<file path="src/rtl/rex_pkg.sv">
// ---------------------------------------------------------------------------
// rex_pkg
// Shared definitions for the rex runner game controller: state encodings,
// output widths, default timing/score parameters and a saturating increment.
// No ports.
// ---------------------------------------------------------------------------
package rex_pkg;

    localparam int HEIGHT_W       = 8;
    localparam int SCORE_W        = 14;
    localparam int JUMP_TICKS_DEF = 16;
    localparam int JUMP_STEP_DEF  = 4;
    localparam int SCORE_MAX_DEF  = 9999;

    // One-hot so the state register bits are the registered output flags.
    typedef enum logic [5:0] {
        S_INI   = 6'b100000,
        S_RUN   = 6'b010000,
        S_JUMP  = 6'b001000,
        S_DUCK  = 6'b000100,
        S_PAUSE = 6'b000010,
        S_STOP  = 6'b000001
    } state_e;

    function automatic logic [SCORE_W-1:0] sat_inc(input logic [SCORE_W-1:0] v,
                                                   input logic [SCORE_W-1:0] vmax);
        return (v >= vmax) ? vmax : v + SCORE_W'(1);
    endfunction

endpackage

</file>
<file path="src/rtl/rex_game_ctrl_if.sv">
// ---------------------------------------------------------------------------
// rex_game_ctrl_if
// Command/status bundle of the game controller.
//   Tick, Start, Restart, Jump, Pause, Collision : single-cycle pulses / level
//   Duck                                         : level
//   q_Start..q_Stop                              : one-hot state flags
//   jump_height, score, hi_score                 : status values
// modport slave  : the controller (consumes commands, drives status)
// modport master : the command source / observer
// ---------------------------------------------------------------------------
interface rex_game_ctrl_if;
    import rex_pkg::*;

    logic                Tick;
    logic                Start;
    logic                Restart;
    logic                Jump;
    logic                Pause;
    logic                Duck;
    logic                Collision;
    logic                q_Start;
    logic                q_Run;
    logic                q_Jump;
    logic                q_Duck;
    logic                q_Pause;
    logic                q_Stop;
    logic [HEIGHT_W-1:0] jump_height;
    logic [SCORE_W-1:0]  score;
    logic [SCORE_W-1:0]  hi_score;

    modport slave (
        input  Tick, Start, Restart, Jump, Pause, Duck, Collision,
        output q_Start, q_Run, q_Jump, q_Duck, q_Pause, q_Stop,
        output jump_height, score, hi_score
    );

    modport master (
        output Tick, Start, Restart, Jump, Pause, Duck, Collision,
        input  q_Start, q_Run, q_Jump, q_Duck, q_Pause, q_Stop,
        input  jump_height, score, hi_score
    );

endinterface

</file>
<file path="src/rtl/rex_jump_arc.sv">
// ---------------------------------------------------------------------------
// rex_jump_arc
// Jump counter and height profile: rises JUMP_STEP per tick for the first
// half of the jump, falls for the second half, lands at exactly 0.
//   Clk, Reset_n : clock, async active-low reset
//   i_load       : restart the arc (counter and height to 0); wins over tick
//   i_tick       : frame tick
//   i_freeze     : hold counter and height (not jumping, paused, colliding)
//   o_height     : registered height above ground
//   o_done       : this tick is the landing tick (combinational)
// ---------------------------------------------------------------------------
module rex_jump_arc
    import rex_pkg::*;
#(
    parameter int JUMP_TICKS = JUMP_TICKS_DEF,
    parameter int JUMP_STEP  = JUMP_STEP_DEF
) (
    input  logic                Clk,
    input  logic                Reset_n,
    input  logic                i_load,
    input  logic                i_tick,
    input  logic                i_freeze,
    output logic [HEIGHT_W-1:0] o_height,
    output logic                o_done
);

    localparam int CNT_W = (JUMP_TICKS > 2) ? $clog2(JUMP_TICKS) : 1;
    localparam logic [CNT_W-1:0]    CNT_HALF = CNT_W'(JUMP_TICKS / 2);
    localparam logic [CNT_W-1:0]    CNT_LAST = CNT_W'(JUMP_TICKS - 1);
    localparam logic [HEIGHT_W-1:0] STEP     = HEIGHT_W'(JUMP_STEP);

    logic [CNT_W-1:0]    r_cnt;
    logic [HEIGHT_W-1:0] r_height;
    logic                w_step;

    assign w_step   = i_tick & ~i_freeze;
    assign o_done   = w_step & ~i_load & (r_cnt == CNT_LAST);
    assign o_height = r_height;

    always_ff @(posedge Clk or negedge Reset_n) begin
        if (!Reset_n) begin
            r_cnt    <= '0;
            r_height <= '0;
        end else if (i_load) begin
            r_cnt    <= '0;
            r_height <= '0;
        end else if (w_step) begin
            if (r_cnt == CNT_LAST) begin
                // Force ground level rather than trusting the arithmetic.
                r_cnt    <= '0;
                r_height <= '0;
            end else begin
                r_cnt    <= r_cnt + CNT_W'(1);
                r_height <= (r_cnt < CNT_HALF) ? r_height + STEP : r_height - STEP;
            end
        end
    end

endmodule

</file>
<file path="src/rtl/rex_game_ctrl.sv">
// ---------------------------------------------------------------------------
// rex_game_ctrl
// Game-control FSM of the rex runner: state sequencing from player commands,
// collision and frame tick; running score with saturation; jump arc.
//   Clk     : system clock
//   Reset_n : async active-low reset
//   bus     : rex_game_ctrl_if.slave (commands in, flags/height/score out)
// Optional: define REX_HISCORE_EN to keep a best score captured on entering
// STOP; without it hi_score is constant 0.
//
// state | meaning
// INI   | waiting for Start
// RUN   | running on the ground, score counting
// JUMP  | jump arc in progress, score counting
// DUCK  | ducking, score counting
// PAUSE | frozen; saved state restored on next Pause
// STOP  | crashed; waits for Restart
// ---------------------------------------------------------------------------
module rex_game_ctrl
    import rex_pkg::*;
#(
    parameter int JUMP_TICKS = JUMP_TICKS_DEF,
    parameter int JUMP_STEP  = JUMP_STEP_DEF,
    parameter int SCORE_MAX  = SCORE_MAX_DEF
) (
    input  logic           Clk,
    input  logic           Reset_n,
    rex_game_ctrl_if.slave bus
);

    localparam logic [SCORE_W-1:0] SCORE_SAT = SCORE_W'(SCORE_MAX);

    state_e             r_state, w_state_next;
    state_e             r_saved, w_saved_next;
    logic [SCORE_W-1:0] r_score;
    logic               w_active;
    logic               w_score_inc;
    logic               w_arc_load;
    logic               w_arc_freeze;
    logic               w_arc_done;
    logic [HEIGHT_W-1:0] w_height;

    assign w_active = (r_state == S_RUN) | (r_state == S_JUMP) | (r_state == S_DUCK);

    // A tick only counts if nothing of higher priority takes the cycle.
    assign w_score_inc = bus.Tick & w_active & ~bus.Restart & ~bus.Collision & ~bus.Pause;

    // Arc restarts on Restart or when a Jump is accepted from RUN/DUCK.
    assign w_arc_load = bus.Restart
                      | (bus.Jump & ~bus.Collision & ~bus.Pause
                         & ((r_state == S_RUN) | (r_state == S_DUCK)));

    // Arc only moves while already in JUMP and not being stopped/paused.
    assign w_arc_freeze = (r_state != S_JUMP) | bus.Restart | bus.Collision | bus.Pause;

    rex_jump_arc #(
        .JUMP_TICKS (JUMP_TICKS),
        .JUMP_STEP  (JUMP_STEP)
    ) u_arc (
        .Clk      (Clk),
        .Reset_n  (Reset_n),
        .i_load   (w_arc_load),
        .i_tick   (bus.Tick),
        .i_freeze (w_arc_freeze),
        .o_height (w_height),
        .o_done   (w_arc_done)
    );

    always_comb begin
        w_state_next = r_state;
        w_saved_next = r_saved;
        if (bus.Restart) begin
            w_state_next = S_INI;
        end else begin
            case (r_state)
                S_INI: begin
                    if (bus.Start) w_state_next = S_RUN;
                end
                S_RUN: begin
                    if (bus.Collision) begin
                        w_state_next = S_STOP;
                    end else if (bus.Pause) begin
                        w_saved_next = S_RUN;
                        w_state_next = S_PAUSE;
                    end else if (bus.Jump) begin
                        w_state_next = S_JUMP;
                    end else if (bus.Duck) begin
                        w_state_next = S_DUCK;
                    end
                end
                S_JUMP: begin
                    if (bus.Collision) begin
                        w_state_next = S_STOP;
                    end else if (bus.Pause) begin
                        w_saved_next = S_JUMP;
                        w_state_next = S_PAUSE;
                    end else if (w_arc_done) begin
                        w_state_next = bus.Duck ? S_DUCK : S_RUN;
                    end
                end
                S_DUCK: begin
                    if (bus.Collision) begin
                        w_state_next = S_STOP;
                    end else if (bus.Pause) begin
                        w_saved_next = S_DUCK;
                        w_state_next = S_PAUSE;
                    end else if (bus.Jump) begin
                        w_state_next = S_JUMP;
                    end else if (!bus.Duck) begin
                        w_state_next = S_RUN;
                    end
                end
                S_PAUSE: begin
                    if (bus.Pause) begin
                        w_state_next = (r_saved == S_DUCK && !bus.Duck) ? S_RUN : r_saved;
                    end
                end
                S_STOP: begin
                    w_state_next = S_STOP;
                end
                default: begin
                    w_state_next = S_INI;
                end
            endcase
        end
    end

    always_ff @(posedge Clk or negedge Reset_n) begin
        if (!Reset_n) begin
            r_state <= S_INI;
            r_saved <= S_RUN;
        end else begin
            r_state <= w_state_next;
            r_saved <= w_saved_next;
        end
    end

    always_ff @(posedge Clk or negedge Reset_n) begin
        if (!Reset_n) begin
            r_score <= '0;
        end else if (bus.Restart) begin
            r_score <= '0;
        end else if (w_score_inc) begin
            r_score <= sat_inc(r_score, SCORE_SAT);
        end
    end

`ifdef REX_HISCORE_EN
    logic [SCORE_W-1:0] r_hi_score;

    // Score never increments on the collision cycle, so r_score is final here.
    always_ff @(posedge Clk or negedge Reset_n) begin
        if (!Reset_n) begin
            r_hi_score <= '0;
        end else if (w_state_next == S_STOP && r_state != S_STOP && r_score > r_hi_score) begin
            r_hi_score <= r_score;
        end
    end

    assign bus.hi_score = r_hi_score;
`else
    assign bus.hi_score = '0;
`endif

    assign bus.q_Start     = r_state[5];
    assign bus.q_Run       = r_state[4];
    assign bus.q_Jump      = r_state[3];
    assign bus.q_Duck      = r_state[2];
    assign bus.q_Pause     = r_state[1];
    assign bus.q_Stop      = r_state[0];
    assign bus.jump_height = w_height;
    assign bus.score       = r_score;

endmodule

</file>
<file path="src/flat_wrapper.sv">
// flat-port wrapper written by rule: the top's interface ports become plain ports
module rex_game_ctrl_flat import rex_pkg::*;
#(
    parameter int JUMP_TICKS = JUMP_TICKS_DEF,
    parameter int JUMP_STEP  = JUMP_STEP_DEF,
    parameter int SCORE_MAX  = SCORE_MAX_DEF
)
  (Clk, Reset_n, bus_Tick, bus_Start, bus_Restart, bus_Jump, bus_Pause, bus_Duck, bus_Collision, bus_q_Start, bus_q_Run, bus_q_Jump, bus_q_Duck, bus_q_Pause, bus_q_Stop, bus_jump_height, bus_score, bus_hi_score);
  rex_game_ctrl_if bus_i ();
  input  logic Clk;
  input  logic Reset_n;
  input wire logic [$bits(bus_i.Tick)-1:0] bus_Tick;
  input wire logic [$bits(bus_i.Start)-1:0] bus_Start;
  input wire logic [$bits(bus_i.Restart)-1:0] bus_Restart;
  input wire logic [$bits(bus_i.Jump)-1:0] bus_Jump;
  input wire logic [$bits(bus_i.Pause)-1:0] bus_Pause;
  input wire logic [$bits(bus_i.Duck)-1:0] bus_Duck;
  input wire logic [$bits(bus_i.Collision)-1:0] bus_Collision;
  output wire logic [$bits(bus_i.q_Start)-1:0] bus_q_Start;
  output wire logic [$bits(bus_i.q_Run)-1:0] bus_q_Run;
  output wire logic [$bits(bus_i.q_Jump)-1:0] bus_q_Jump;
  output wire logic [$bits(bus_i.q_Duck)-1:0] bus_q_Duck;
  output wire logic [$bits(bus_i.q_Pause)-1:0] bus_q_Pause;
  output wire logic [$bits(bus_i.q_Stop)-1:0] bus_q_Stop;
  output wire logic [$bits(bus_i.jump_height)-1:0] bus_jump_height;
  output wire logic [$bits(bus_i.score)-1:0] bus_score;
  output wire logic [$bits(bus_i.hi_score)-1:0] bus_hi_score;
  assign bus_i.Tick = bus_Tick;
  assign bus_i.Start = bus_Start;
  assign bus_i.Restart = bus_Restart;
  assign bus_i.Jump = bus_Jump;
  assign bus_i.Pause = bus_Pause;
  assign bus_i.Duck = bus_Duck;
  assign bus_i.Collision = bus_Collision;
  assign bus_q_Start = bus_i.q_Start;
  assign bus_q_Run = bus_i.q_Run;
  assign bus_q_Jump = bus_i.q_Jump;
  assign bus_q_Duck = bus_i.q_Duck;
  assign bus_q_Pause = bus_i.q_Pause;
  assign bus_q_Stop = bus_i.q_Stop;
  assign bus_jump_height = bus_i.jump_height;
  assign bus_score = bus_i.score;
  assign bus_hi_score = bus_i.hi_score;
  rex_game_ctrl #(.JUMP_TICKS(JUMP_TICKS), .JUMP_STEP(JUMP_STEP), .SCORE_MAX(SCORE_MAX)) u_core (.Clk(Clk), .Reset_n(Reset_n), .bus(bus_i));
endmodule
</file>
<file path="config.mk">
export PLATFORM = sky130hd
export DESIGN_NAME = rex_game_ctrl_flat
export DESIGN_NICKNAME = d
export VERILOG_FILES = /design/src/rtl/rex_pkg.sv /design/src/rtl/rex_game_ctrl_if.sv /design/src/rtl/rex_jump_arc.sv /design/src/rtl/rex_game_ctrl.sv /design/src/flat_wrapper.sv
export SDC_FILE = /design/constraint.sdc
export NUM_CORES = 1
export LEC_CHECK = 0
export CAP_MARGIN = 30
export CORE_AREA = 2 2 74 76
export CTS_BUF_LIST = sky130_fd_sc_hd__clkbuf_16
export DETAILED_ROUTE_END_ITERATION = 8
export DIE_AREA = 0 0 76 78
export PLACE_DENSITY = 0.75
export SETUP_SLACK_MARGIN = 0.02
export SYNTH_ARGS = -nofsm -noshare
export SYNTH_HDL_FRONTEND = slang
export SYNTH_HIERARCHICAL = 1
export SYNTH_SLANG_ARGS = --single-unit
</file>
<file path="constraint.sdc">
create_clock -name Clk -period 2.8 [get_ports Clk]
set_clock_uncertainty 0.2 [all_clocks]
set_input_delay 0.56 -clock Clk [delete_from_list [all_inputs] [get_ports Clk]]
set_output_delay 0.56 -clock Clk [all_outputs]
set_load 0.1 [all_outputs]
</file>
=== Word-level counts from Yosys, hierarchy flattened ===
Cells that the tools add are included.

* Register bits: 38
* Logic and storage cells: 94

* Add/subtract/negate cells: 4
* $lt $le $gt $ge: 2
* Equal/unequal tests: 20
* Muxes and demuxes: 34
* Bitwise logic cells: 22
* Reductions and logical operators: 7

{| class="wikitable"
|+ Operators with widths
! kind !! number
|-
| 6-bit 2-to-1 mux || 21
|-
| 14-bit 2-to-1 mux || 3
|-
| 6-bit one-hot mux with 6 select lines || 1
|-
| 8-bit 2-to-1 mux || 4
|-
| 6-bit one-hot mux with 3 select lines || 1
|-
| 14-bit by 1-bit adder with 14-bit output, second input constant || 1
|-
| 14-bit greater-or-equal comparator, second input constant || 1
|-
| 6-bit by 3-bit == test with 1-bit output, second input constant || 2
|-
| 4-bit 2-to-1 mux || 3
|-
| 2-bit != test, second input constant || 6
|-
| 6-bit != test, second input constant || 2
|-
| 1-bit AND || 10
|-
| 8-bit by 3-bit adder with 8-bit output, second input constant || 1
|-
| 8-bit AND reduction || 1
|-
| 8-bit by 3-bit subtractor with 8-bit output, second input constant || 1
|-
| 1-bit bitwise OR || 7
|-
| 6-bit by 1-bit == test with 1-bit output, second input constant || 1
|-
| 6-bit by 2-bit == test with 1-bit output, second input constant || 1
|-
| 6-bit by 4-bit == test with 1-bit output, second input constant || 1
|-
| 6-bit by 5-bit == test with 1-bit output, second input constant || 1
|-
| 6-bit == test, second input constant || 1
|-
| 3-bit != test, second input constant || 2
|-
| 6-bit by 4-bit != test with 1-bit output, second input constant || 1
|-
| 5-bit 2-to-1 mux || 1
|-
| 10 further kinds || 15
|}

=== Depth between registers and ports, before layout ===
Gate-level depths: netlist of run 1.

* Word-level depth: 13
* Mapped depth: 10

=== Hierarchy ===
The synthesis of run 1 kept the hierarchy.

{| class="wikitable"
|+ Modules (own cells, without submodules)
! module !! instances !! cells an instance !! area an instance (µm²) !! sequential area each (µm²)
|-
| rex_game_ctrl || 1 || 194 || 1645.3 || 578.1
|-
| rex_jump_arc || 1 || 67 || 626.9 || 250.2
|}

=== Least setup slack after synthesis of run 1 ===
OpenSTA, ideal clock, no wires.

* Path type: reg2reg
* Start point: reg u_core.r_state[4]
* End point: reg u_core.r_state[2]
* Arrival: 2.829 ns
* Data required time: 2.468 ns
* Setup slack: -0.361 ns
* Stages on the path, launching flop included: 10
* Path buffers: 1
* Cells stage by stage: dfrtp_1 buf_6 nor4_1 nand3_1 or2_2 nand2b_1 nor3_1 o221a_1 mux2i_1 nor2_1

* Longest elaborated chain between the ends: 10
* Elaborated cells between the ends (all ways): 26
* Those cells by class: 12 x eq/ne; 2 x mux; 11 x bitwise; 1 x reduce/logical

{| class="wikitable"
|+ RTL lines
! item !! RTL line !! text
|-
| from (decl) || rex_game_ctrl.sv:33 || <nowiki>state_e r_state, w_state_next;</nowiki>
|-
| from (signal assigned) || rex_game_ctrl.sv:133 || <nowiki>r_state <= w_state_next;</nowiki>
|-
| 6-bit by 4-bit != test with 1-bit output || rex_game_ctrl.sv:54 || <nowiki>assign w_arc_freeze = (r_state != S_JUMP) | bus.Restart | bus.Collision | bus.Pause;</nowiki>
|-
| 1-bit bitwise OR (3 in series) || rex_game_ctrl.sv:54 ||
|-
| via u_core.w_arc_freeze || rex_game_ctrl.sv:39 || <nowiki>logic w_arc_freeze;</nowiki>
|-
| 1-bit NOT || rex_jump_arc.sv:36 || <nowiki>assign w_step = i_tick & ~i_freeze;</nowiki>
|-
| 1-bit AND || rex_jump_arc.sv:36 ||
|-
| 1-bit AND (2 in series) || rex_jump_arc.sv:37 || <nowiki>assign o_done = w_step & ~i_load & (r_cnt == CNT_LAST);</nowiki>
|-
| via u_core.w_arc_done || rex_game_ctrl.sv:40 || <nowiki>logic w_arc_done;</nowiki>
|-
| 5-bit != test (no source line) || -- ||
|-
| 5-bit AND reduction (no source line) || -- ||
|}

The timed path passes the listed nets, and every way through them passes these cells.
A chain may end at the register's enable or synchronous reset.

=== Worst setup path after layout of run 1 ===
* Start point: in bus_Collision
* End point: reg u_core.u_arc.r_height[7] (netlist: u_core/u_arc/o_height[7])

* Longest elaborated chain between the ends: 6
* Elaborated cells between the ends (all ways): 11
* Those cells by class: 1 x mux; 9 x bitwise; 1 x reduce/logical

{| class="wikitable"
|+ RTL lines
! item !! RTL line !! text
|-
| from (decl) || flat_wrapper.sv:18 || <nowiki>input wire logic [$bits(bus_i.Collision)-1:0] bus_Collision;</nowiki>
|-
| 1-bit NOT * || rex_game_ctrl.sv:50 || <nowiki>| (bus.Jump & ~bus.Collision & ~bus.Pause</nowiki>
|-
| 1-bit AND * (2 in series) || rex_game_ctrl.sv:50 ||
|-
| 1-bit AND * || rex_game_ctrl.sv:51 || <nowiki>& ((r_state == S_RUN) | (r_state == S_DUCK)));</nowiki>
|-
| 1-bit bitwise OR * || rex_game_ctrl.sv:50 ||
|-
| via u_core.w_arc_load || rex_game_ctrl.sv:38 || <nowiki>logic w_arc_load;</nowiki>
|-
| 8-bit 2-to-1 mux or 2-bit nonzero test (tied branches) || -- ||
|-
| to (signal assigned) || rex_jump_arc.sv:54 || <nowiki>r_height <= (r_cnt < CNT_HALF) ? r_height + STEP : r_height - STEP;</nowiki>
|-
| to (decl) || rex_jump_arc.sv:33 || <nowiki>logic [HEIGHT_W-1:0] r_height;</nowiki>
|}

The timed path passes the listed nets; every way through them passes the cells marked *.

==> results of run 1 <==
==> worst max-delay path, cell delays in order <==
cell             delay, ns
clkdlybuf4s50_1       0.45
or2_2                 0.35
nor2_4                0.12
nand4b_1              0.14
nand2b_1              0.13
nand3b_1              0.18
nor3b_1               0.08
mux2_1                0.30
a221o_1               0.26
==> sequential cells by signal, indices dropped and copies added (netlist names) <==
name,count
u_core/r_saved,3
u_core/u_arc/r_cnt,4
u_core/u_arc/o_height,6
u_core/bus.score,14
u_core/r_state,6
==> per-stage QoR <==
step	TNS, ns	hold WS [ns]
finish	0	0.274
global route	0	0.306
CTS	0	0.273
detailed placement	-0.0724	0.266
global placement	0	0.264
floorplan	0	0.0644
==> final timing paths <==
check | startpoint | to | slack (ns) | cells after the start
setup / recovery | bus_Collision | u_core/u_arc/o_height[7]$_DFFE_PN0P_ | 0.20 | 9
hold / removal | u_core/r_saved[4]$_DFFE_PN1P_ | u_core/r_saved[4]$_DFFE_PN1P_ | 0.27 | 2
setup reg to reg | u_core/r_state[1]$_DFFE_PN0P_ | u_core/u_arc/o_height[7]$_DFFE_PN0P_ | 0.37 | 8
hold reg to reg | u_core/r_saved[4]$_DFFE_PN1P_ | u_core/r_saved[4]$_DFFE_PN1P_ | 0.27 | 2
max in group asynchronous | Reset_n | u_core/r_saved[4]$_DFFE_PN1P_ | 1.32 | 2
min in group asynchronous | Reset_n | u_core/bus.score[11]$_DFFE_PN0P_ | 0.47 | 1
==> report_power, final <==
part	switching (W)	leakage, nW	total (W)	internal [W]
combinational	0.000293	0.689	0.000385	0.0000917
clock	0.000190	0.0687	0.000511	0.000321
sequential	0.0000246	0.442	0.000520	0.000496
==> final cells by class <==
| class | count | share of cell area (%) |
|---|---|---|
| clock buffers | 5 | 4.47 |
| clock inverters | 3 | 0.447 |
| flip-flops and latches | 33 | 30.0 |
| repair buffers | 51 | 14.8 |
| multi-input cells | 205 | 45.8 |
| well taps | 70 | 3.13 |
| inverters | 10 | 1.34 |
==> cell families (layout without fill, tap and decap cells) <==
family | after synthesis | after routing | synth area share, %
buffers and inverters | 37 | 69 | 9.80
other | 2 | 16 | 0.331
muxes | 2 | 2 | 0.936
and+or+nand+nor | 106 | 106 | 25.9
DFF | 33 | 33 | 36.5
xor gates and xnor gates | 8 | 8 | 3.08
AOI/OAI and AO/OA | 66 | 66 | 19.3
adders and majority gates | 7 | 7 | 4.18
==> routing by layer <==
metal / vias to the layer above / wire [µm]
met5: - / 0
li1: 1002 / -
met3: 5 / 245
met4: 0 / 59
met2: 59 / 2540
met1: 984 / 2320
==> cell usage in the layout, fill, tap and decap left out, types with 4 or more instances in the layout <==
| cell | synthesis | routed |
|---|---|---|
| nand4_1 | 4 | 4 |
| clkdlybuf4s50_1 | 0 | 8 |
| nand2b_1 | 4 | 4 |
| nor3b_1 | 5 | 5 |
| nand3b_1 | 6 | 6 |
| a21oi_1 | 15 | 15 |
| nor2_1 | 23 | 23 |
| inv_1 | 10 | 10 |
| clkbuf_16 | 0 | 5 |
| dfrtp_1 | 31 | 26 |
| o21ai_0 | 23 | 23 |
| buf_4 | 19 | 42 |
| nand2_1 | 19 | 19 |
| o32ai_1 | 4 | 4 |
| xor2_1 | 5 | 5 |
| nor4_1 | 6 | 5 |
| nor2b_1 | 5 | 5 |
| conb_1 | 2 | 16 |
| nand3_1 | 5 | 5 |
| nor3_1 | 11 | 11 |
| ha_1 | 6 | 6 |
==> results.ini, run 1 <==
[place]
numPortBuffers=34
post-dp-hpwl_um=3810
dp_cells=369
pre_cts_ws_ns=-0.0505
gp_congestion=0.854
dpl_cell_area_um2=2660

[floorplan]
fp.dieW_um=76
dieArea_um2=5930
core_area_um2=5040
io_pins=51
start_util_pct=45.1
die_h_um=78
rows=26

[grt]
grt_max_degree=23
use_met3_pct=3.60
grt_overflow=0
top_usage_layer=met2
antenna_found_initial=0
met1_usage_pct=24.9
grt_pass1_wl_um=8980
track_usage_pct=18.4
grt.met2_usage_pct=30.3
grt_pass1_vias=1898

[logic_synthesis]
synth-edff-count=0
synth_warnings=6
synth_area_leader_cell=dfrtp_1
synth_common_cells=dfrtp_1 (31), nor2_1 (23), o21ai_0 (23)
synth.most_common_cell=dfrtp_1
yosys_register_bits=33
synth_area_per_cell_um2=8.71
synth.area.top_cells=dfrtp_1 (34%), buf_4 (6.3%), o21ai_0 (5.1%)
yosysTopAreaCellShare_pct=34.1
yosysSeqAreaShare_pct=36.5
synth_area_um2=2270
synth_cell_type_count=54
async_flop_share_pct=100
synth_ff_type=dfrtp_1
synthCells=261

[pwr]
power_leakage_nw=1.20
p_total_w=0.00142
power_density_nw_per_um2=506
peakVddDrop_mv=0.297

[final_layout]
regArea_um2=840
utilization_pct=55.5
antenna_cells=0
instances_no_fill=377
area_delta_synth_final_pct=23.1
multi_input_area_um2=1280
fin_nets=322
final_area_um2=2800
drive_above_1_share_pct=22.8
fillers=457

[timing]
final_hold_viol_count=0
worst_pin_slew_ns=0.635
setup_slack_ns=0.200
setup_violations=0
relSlewSlack_pct=57.3
finalMaxSlewViolations=0
min_period_ns=2.60
rsz0062_at_grt=no
max_clock_freq_ghz=0.385
fin_crit_sh_pct=92.8

[route]
drt_iter0_markers=152
drtPass1Iterations=4
drt_wl_total_um=5170
via_count=2050
drc=0
wl_per_cell_um=13.7
via_per_inst=5.44
antenna_left=0

[worst_setup_path]
cp-end-kind=flop
required_ns=2.76
crit_arrival_ns=2.56
criticalPathCategory=input port to flop
worstPathMaxFanout=4
cp-start-kind=input port

[clock_tree]
clk_path_buf_depth=2
clkLatencyLatePin_ns=0.28
tritoncts=yes
hold_buffers=0
numCtsBuffers=5
cts_resized=0
clk_pin_slew_worst_paths_ns=0.05
cts_max_level=2
post_cts_buffers=0
clockRootBuffer=clkbuf_16
clock-sinks=33

[run]
max_cap_viol_count=0

[min_path]
hp-class=flop to flop

[run_status]
outcome=complete, no violations

Power figures use the tool's default switching activity.
==> inputs of run 2 (changes only) <==
- CORE_AREA: 2 2 74 76 -> 4 4 76 78
- DIE_AREA: 0 0 76 78 -> 0 0 80 82
==> run 2 against run 1 <==
Against the previous run: sequential share of layout area grew 0.081 points; utilization shrank 0.50 points; via count shrank 0.78%; combinational power is essentially flat; first-iteration DRC count grew 2.0%; setup slack lost 0.0074 ns; final area shrank 0.27%; clock power grew 3%; register-to-register slack lost 0.11 ns; global-route usage shrank 1.7 points; flip-flop and latch count is the same; die area grew 11%.
==> results.ini, run 2 (synthesis gave the netlist of run 1 again) <==
[final_layout]
fin_nets=322  ; unchanged
area_delta_synth_final_pct=22.8  ; was 23.1%
fillers=483  ; was 457
drive_above_1_share_pct=23.5  ; was 22.8%
final_cell_mix=buf_4 (43), dfrtp_1 (26), nor2_1 (23), o21ai_0 (23), nand2_1 (19)  ; was buf_4 (42), dfrtp_1 (26), nor2_1 (23), o21ai_0 (23), nand2_1 (19)
largest_register_ffs=14  ; unchanged
antenna_cells=0  ; unchanged
final_common_cell=buf_4  ; unchanged

[timing]
max_clock_freq_ghz=0.384  ; was 0.385 GHz
rsz0062_at_grt=no  ; unchanged
finalMaxSlewViolations=0  ; unchanged
setup_violations=0  ; unchanged
worst_pin_slew_ns=0.565  ; was 0.635 ns
hold_ws_ns=0.279  ; was 0.274 ns
min_period_ns=2.61  ; was 2.60 ns
relSlewSlack_pct=62.0  ; was 57.3%
final_hold_viol_count=0  ; unchanged
fin_crit_sh_pct=93.1  ; was 92.8%

[route]
via_per_inst=5.40  ; was 5.44
via_count=2034  ; was 2050
drc=0  ; unchanged
antenna_left=0  ; unchanged
drt_wl_total_um=5240  ; was 5170 µm
wl_met1_um=2390  ; was 2320 µm
routed.top_layer=met4  ; unchanged
drt_iter0_markers=155  ; was 152
drtPass1Iterations=4  ; unchanged
wl_per_cell_um=13.9  ; was 13.7 µm
wl_met2_um=2520  ; was 2540 µm
routed-wl-met3_um=302  ; was 245 µm

[clock_tree]
post_cts_buffers=0  ; unchanged
clkLatencyLatePin_ns=0.27  ; was 0.28 ns
hold_buffers=0  ; unchanged
clockRootBuffer=clkbuf_16  ; unchanged
numCtsBuffers=5  ; unchanged
cts_resized=0  ; unchanged
clock-sinks=33  ; unchanged
clk_path_buf_depth=2  ; unchanged
clk_pin_slew_worst_paths_ns=0.05  ; about the same
cts_max_level=2  ; unchanged
tritoncts=yes  ; unchanged

[pwr]
power_density_nw_per_um2=512  ; was 506 nW/µm²
p_total_w=0.00143  ; was 0.00142 W
power_leakage_nw=1.20  ; about the same
peakVddDrop_mv=0.274  ; was 0.297 mV

[floorplan]
fp.dieW_um=80  ; was 76 µm
start_util_pct=44.8  ; was 45.1%
rows=26  ; unchanged
io_pins=51  ; unchanged
die_h_um=82  ; was 78 µm
core_area_um2=5070  ; was 5040 µm²
dieArea_um2=6560  ; was 5930 µm²

[run]
max_cap_viol_count=0  ; unchanged

[worst_setup_path]
required_ns=2.75  ; was 2.76 ns
cp-start-kind=input port  ; unchanged
cpMostUsedCell=nor2_1
cp-end-kind=flop  ; unchanged
crit_arrival_ns=2.56  ; about the same
worst_path_max_delay_cell=clkdlybuf4s50_1  ; unchanged
criticalPathCategory=input port to flop  ; unchanged
worstPathMaxFanout=3  ; was 4
r2r_slack_ns=0.26  ; was 0.37 ns
crit_path_cell_trace=clkdlybuf4s50_1, nor2_1, nand3_1, or2_2, nand2b_1, nor3_1, o221a_1, mux2i_1, nor2_1  ; was clkdlybuf4s50_1, or2_2, nor2_4, nand4b_1, nand2b_1, nand3b_1, nor3b_1, mux2_1, a221o_1
critPathMaxStageDelay_ns=0.44  ; was 0.45 ns

[run_status]
outcome=complete, no violations  ; unchanged

[grt]
grt_overflow=0  ; unchanged
track_usage_pct=16.7  ; was 18.4%
grt_max_degree=34  ; was 23
grt_pass1_vias=1858  ; was 1898
grt_pass1_wl_um=8740  ; was 8980 µm
antenna_found_initial=0  ; unchanged

[place]
post-dp-hpwl_um=3820  ; was 3810 µm
gp_congestion=0.888  ; was 0.854
numPortBuffers=34  ; unchanged

[min_path]
hp-class=flop to flop  ; unchanged

## run 2: changes by cell type in the layout (fill, tap and decap cells not counted), sizes merged
cell	delta
clkinvlp	+1
clkinv	-1
## run 2: final timing paths
check | from | to | depth (start not counted)
max | bus_Collision | u_core/r_state[2]$_DFFE_PN0P_ | 9
min | u_core/r_saved[4]$_DFFE_PN1P_ | u_core/r_saved[4]$_DFFE_PN1P_ | 2
max reg2reg | u_core/r_state[3]$_DFFE_PN0P_ | u_core/r_state[2]$_DFFE_PN0P_ | 8
min reg2reg | u_core/r_saved[4]$_DFFE_PN1P_ | u_core/r_saved[4]$_DFFE_PN1P_ | 2
max in group asynchronous | Reset_n | u_core/r_state[0]$_DFFE_PN0P_ | 2
min in group asynchronous | Reset_n | u_core/r_saved[3]$_DFFE_PN0P_ | 2
## run 2: area by class of cell
cell class	instances	area, µm²	share of cell area, %
Multi-Input combinational cell	205	1280	45.9
Sequential cell	33	840	30.1
Tap cell	70	87.6	3.14
Inverter	10	37.5	1.35
Clock inverter	3	17.5	0.628
Timing Repair Buffer	51	403	14.4
Clock buffer	5	125	4.48
## run 2: routing by layer
| metal | vias to the layer above | GRT usage, % |
|---|---|---|
| li1 | 1002 | - |
| met1 | 957 | 23.2 |
| met2 | 72 | 26.9 |
| met3 | 3 | 2.96 |
| met4 | 0 | 4.39 |
| met5 | - | 0 |
## run 2: stage by stage
stage / cells / util [%] / worst slack, ns / TNS (ns) / area, µm²
floorplan: 275 / - / 0.0144 / 0 / 2340
CTS: 377 / 55.0 / 0.217 / 0 / 2790
global route: 377 / 55.0 / 0.0265 / 0 / 2790
global placement: 369 / 52.2 / 0.0103 / 0 / 2650
detailed placement: 369 / 52.2 / -0.0655 / -0.120 / 2650
finish: 377 / 55.0 / 0.193 / 0 / 2790
## run 2: power by group
| part | internal, W | switching [W] | total [W] |
|---|---|---|---|
| combinational | 0.0000888 | 0.000294 | 0.000383 |
| sequential | 0.000495 | 0.0000244 | 0.000520 |
| clock | 0.000325 | 0.000199 | 0.000525 |
| total | 0.000910 | 0.000518 | 0.00143 |
## run 2: critical path: cells and delay by family
| kind | cells | cell delay, ns |
|---|---|---|
| buffers and inverters | 1 | 0.44 |
| multiplexers | 1 | 0.20 |
| AND/OR/NAND/NOR | 6 | 1.07 |
| AO/OA/AOI/OAI | 1 | 0.29 |
==> RTL change, RTL diff (flow settings as in run 2) <==
The package constant `JUMP_TICKS_DEF` goes from 16 to 64.
--- a/src/rtl/rex_pkg.sv
+++ b/src/rtl/rex_pkg.sv
@@ -9,5 +9,5 @@
     localparam int HEIGHT_W       = 8;
     localparam int SCORE_W        = 14;
-    localparam int JUMP_TICKS_DEF = 16;
+    localparam int JUMP_TICKS_DEF = 64;
     localparam int JUMP_STEP_DEF  = 4;
     localparam int SCORE_MAX_DEF  = 9999;
Check against the original RTL: no difference found for any inputs over 10 cycles, from zero or initial values and one cycle with Reset_n low; that may be too few to reach the edited logic, so the function may still have changed.
==> RTL change against run 2 <==
Area after synthesis up 6.3%. Clock power down 2%. Global-route usage up 0.76 points. Wire length up 2.4%. Via count up 5.5%. Die area unchanged. Final cell count up 3.7%. Worst setup slack better by 31 ps. Critical path depth unchanged. Maximum frequency up 1.2%. Sequential power up 7.5%. Sequential cell count up 2. Power up 1.6%. Design area up 4.9%. Critical path type unchanged. Highest routed layer unchanged.
==> RTL change: results (changes against run 2) <==
metric,value,unit,change
status,completed,,
routedWlPerCell,13.73,um,-1.2%
cp.arrival,2530,ps,-30 ps
drt_iter0_drc,99,,-36%
diodes,0,,unchanged
syn_area_per_cell,8.754,sq um,+0.55%
synthTopCellsByCount,"dfrtp_1, o21ai_0, nor2_1, nand2_1, buf_4",,
rrSetupSlack,230,ps,-30 ps
p_leak,1.243,nW,+3.7%
track_usage,17.47,%,+0.76 points
ys_seq_area_share,36.35,%,-0.10 points
placed_cells,383,,+3.8%
synth_cell_types,59,,+9.3%
ir_drop,284.3,uV,+3.6%
path_delay_family,simple AND/OR/NAND/NOR gates,,
reg2reg_from,u_core/r_state[4],,
grt_pass1_wl,9039,um,+3.4%
grt_pass1_vias,1936,,+4.2%
layout-drive-gt1-share,22.12,%,-1.3 points
hp-class,flop to flop,,
via_count,2145,,+5.5%
slew_headroom,58.92,%,-3.1 points
synth_compound_area_share,20.97,%,+1.7 points
p_int,0.0009323,W,+2.5%
gp_congestion,0.8434,,-5.0%
dr.pass1.iters,4,,unchanged
antenna_found_initial,0,,unchanged
synth_fa_ha_area_share,3.936,%,-0.25 points
hpwl,4017,um,+5.1%
nNetsFinal,336,,+4.3%
synthTopCellsByArea,"dfrtp_1, buf_4, o21ai_0, nor2_1, nand2_1",,
synth-xor-area-share,3.263,%,+0.18 points
wirelength,5369,um,+2.4%
insertion_delay,280,ps,
yosys-mux-area-fraction,0.4143,%,-0.52 points
slowest_delay,420,ps,-20 ps
grt_max_degree,36,,+5.9%
-- RTL change: cell type report --
class / instances / area, sq um
clock inverter: 3 / 11.26
sequential: 35 / 887.1
inverter: 11 / 41.29
fill: 489 / 2147
multi-input combinational: 217 / 1380
tap: 70 / 87.58
timing repair buffer: 50 / 395.4
clock buffer: 5 / 125.1
-- RTL change: worst reg2reg max path, stage by stage (launching register included) --
cell	delay, ps
dfrtp_4	550
nor4_4	290
nand3_1	140
or2_2	310
nand2b_1	160
nor3_1	250
o221a_1	290
mux2i_1	200
nor2_1	60
-- RTL change: power groups by stage --
stage / Combinational, W / Sequential, W / Clock, W
2_1_floorplan: 0.000223 / 0.000659 / 0
4_1_cts: 0.000375 / 0.000558 / 0.000534
5_1_grt: 0.000393 / 0.000563 / 0.000555
6_report: 0.000374 / 0.000559 / 0.000517
3_3_place_gp: 0.000371 / 0.000566 / 0
3_5_place_dp: 0.000374 / 0.000567 / 0
-- RTL change: how the worst max path moves through the flow --
stage / startpoint / end / slack (ps) / cells after the start
global placement: bus_Collision / u_core/u_arc/o_height[7] / 40 / 9
detailed placement: bus_Collision / u_core/r_state[2] / -50 / 9
floorplan: u_core/r_state[4] / u_core/r_state[2] / 50 / 9
CTS: bus_Collision / u_core/r_state[2] / 240 / 9
global route: u_core/r_state[3] / u_core/r_state[2] / 40 / 8
finish: bus_Collision / u_core/r_state[2] / 220 / 9
-- RTL change: cells by family (layout without fill, tap and decap cells) --
logic type,count (synthesis),in the layout
multiplexers,1,1
flip-flops,35,35
other,2,16
AND/OR/NAND/NOR,110,110
XOR/XNOR,9,9
adder cells (fa/ha/maj),7,7
AO/OA/AOI/OAI,74,74
buffers and inverters,38,69
-- RTL change: per-layer routing --
metal	part of all wire [%]	wire, um	track usage, %	up-vias
met5	0	0	0	-
met4	0.78	42	5.068	0
met3	6.1	328	4.386	6
met2	47	2542	28.31	62
met1	46	2456	23.13	1009
li1	-	-	-	1068
-- RTL change: through the flow --
step                      area [sq um]  power (W)  hold slack (ps)  worst slack (ps)
after global routing              2928   0.001511            306.1             41.64
after detailed placement          2791  0.0009412            276.9            -51.12
after global placement            2791  0.0009375            267.0             37.75
final                             2928   0.001450            283.1             224.4
after floorplan                   2492  0.0008820            64.41             51.56
after CTS                         2928   0.001467            284.5             240.6
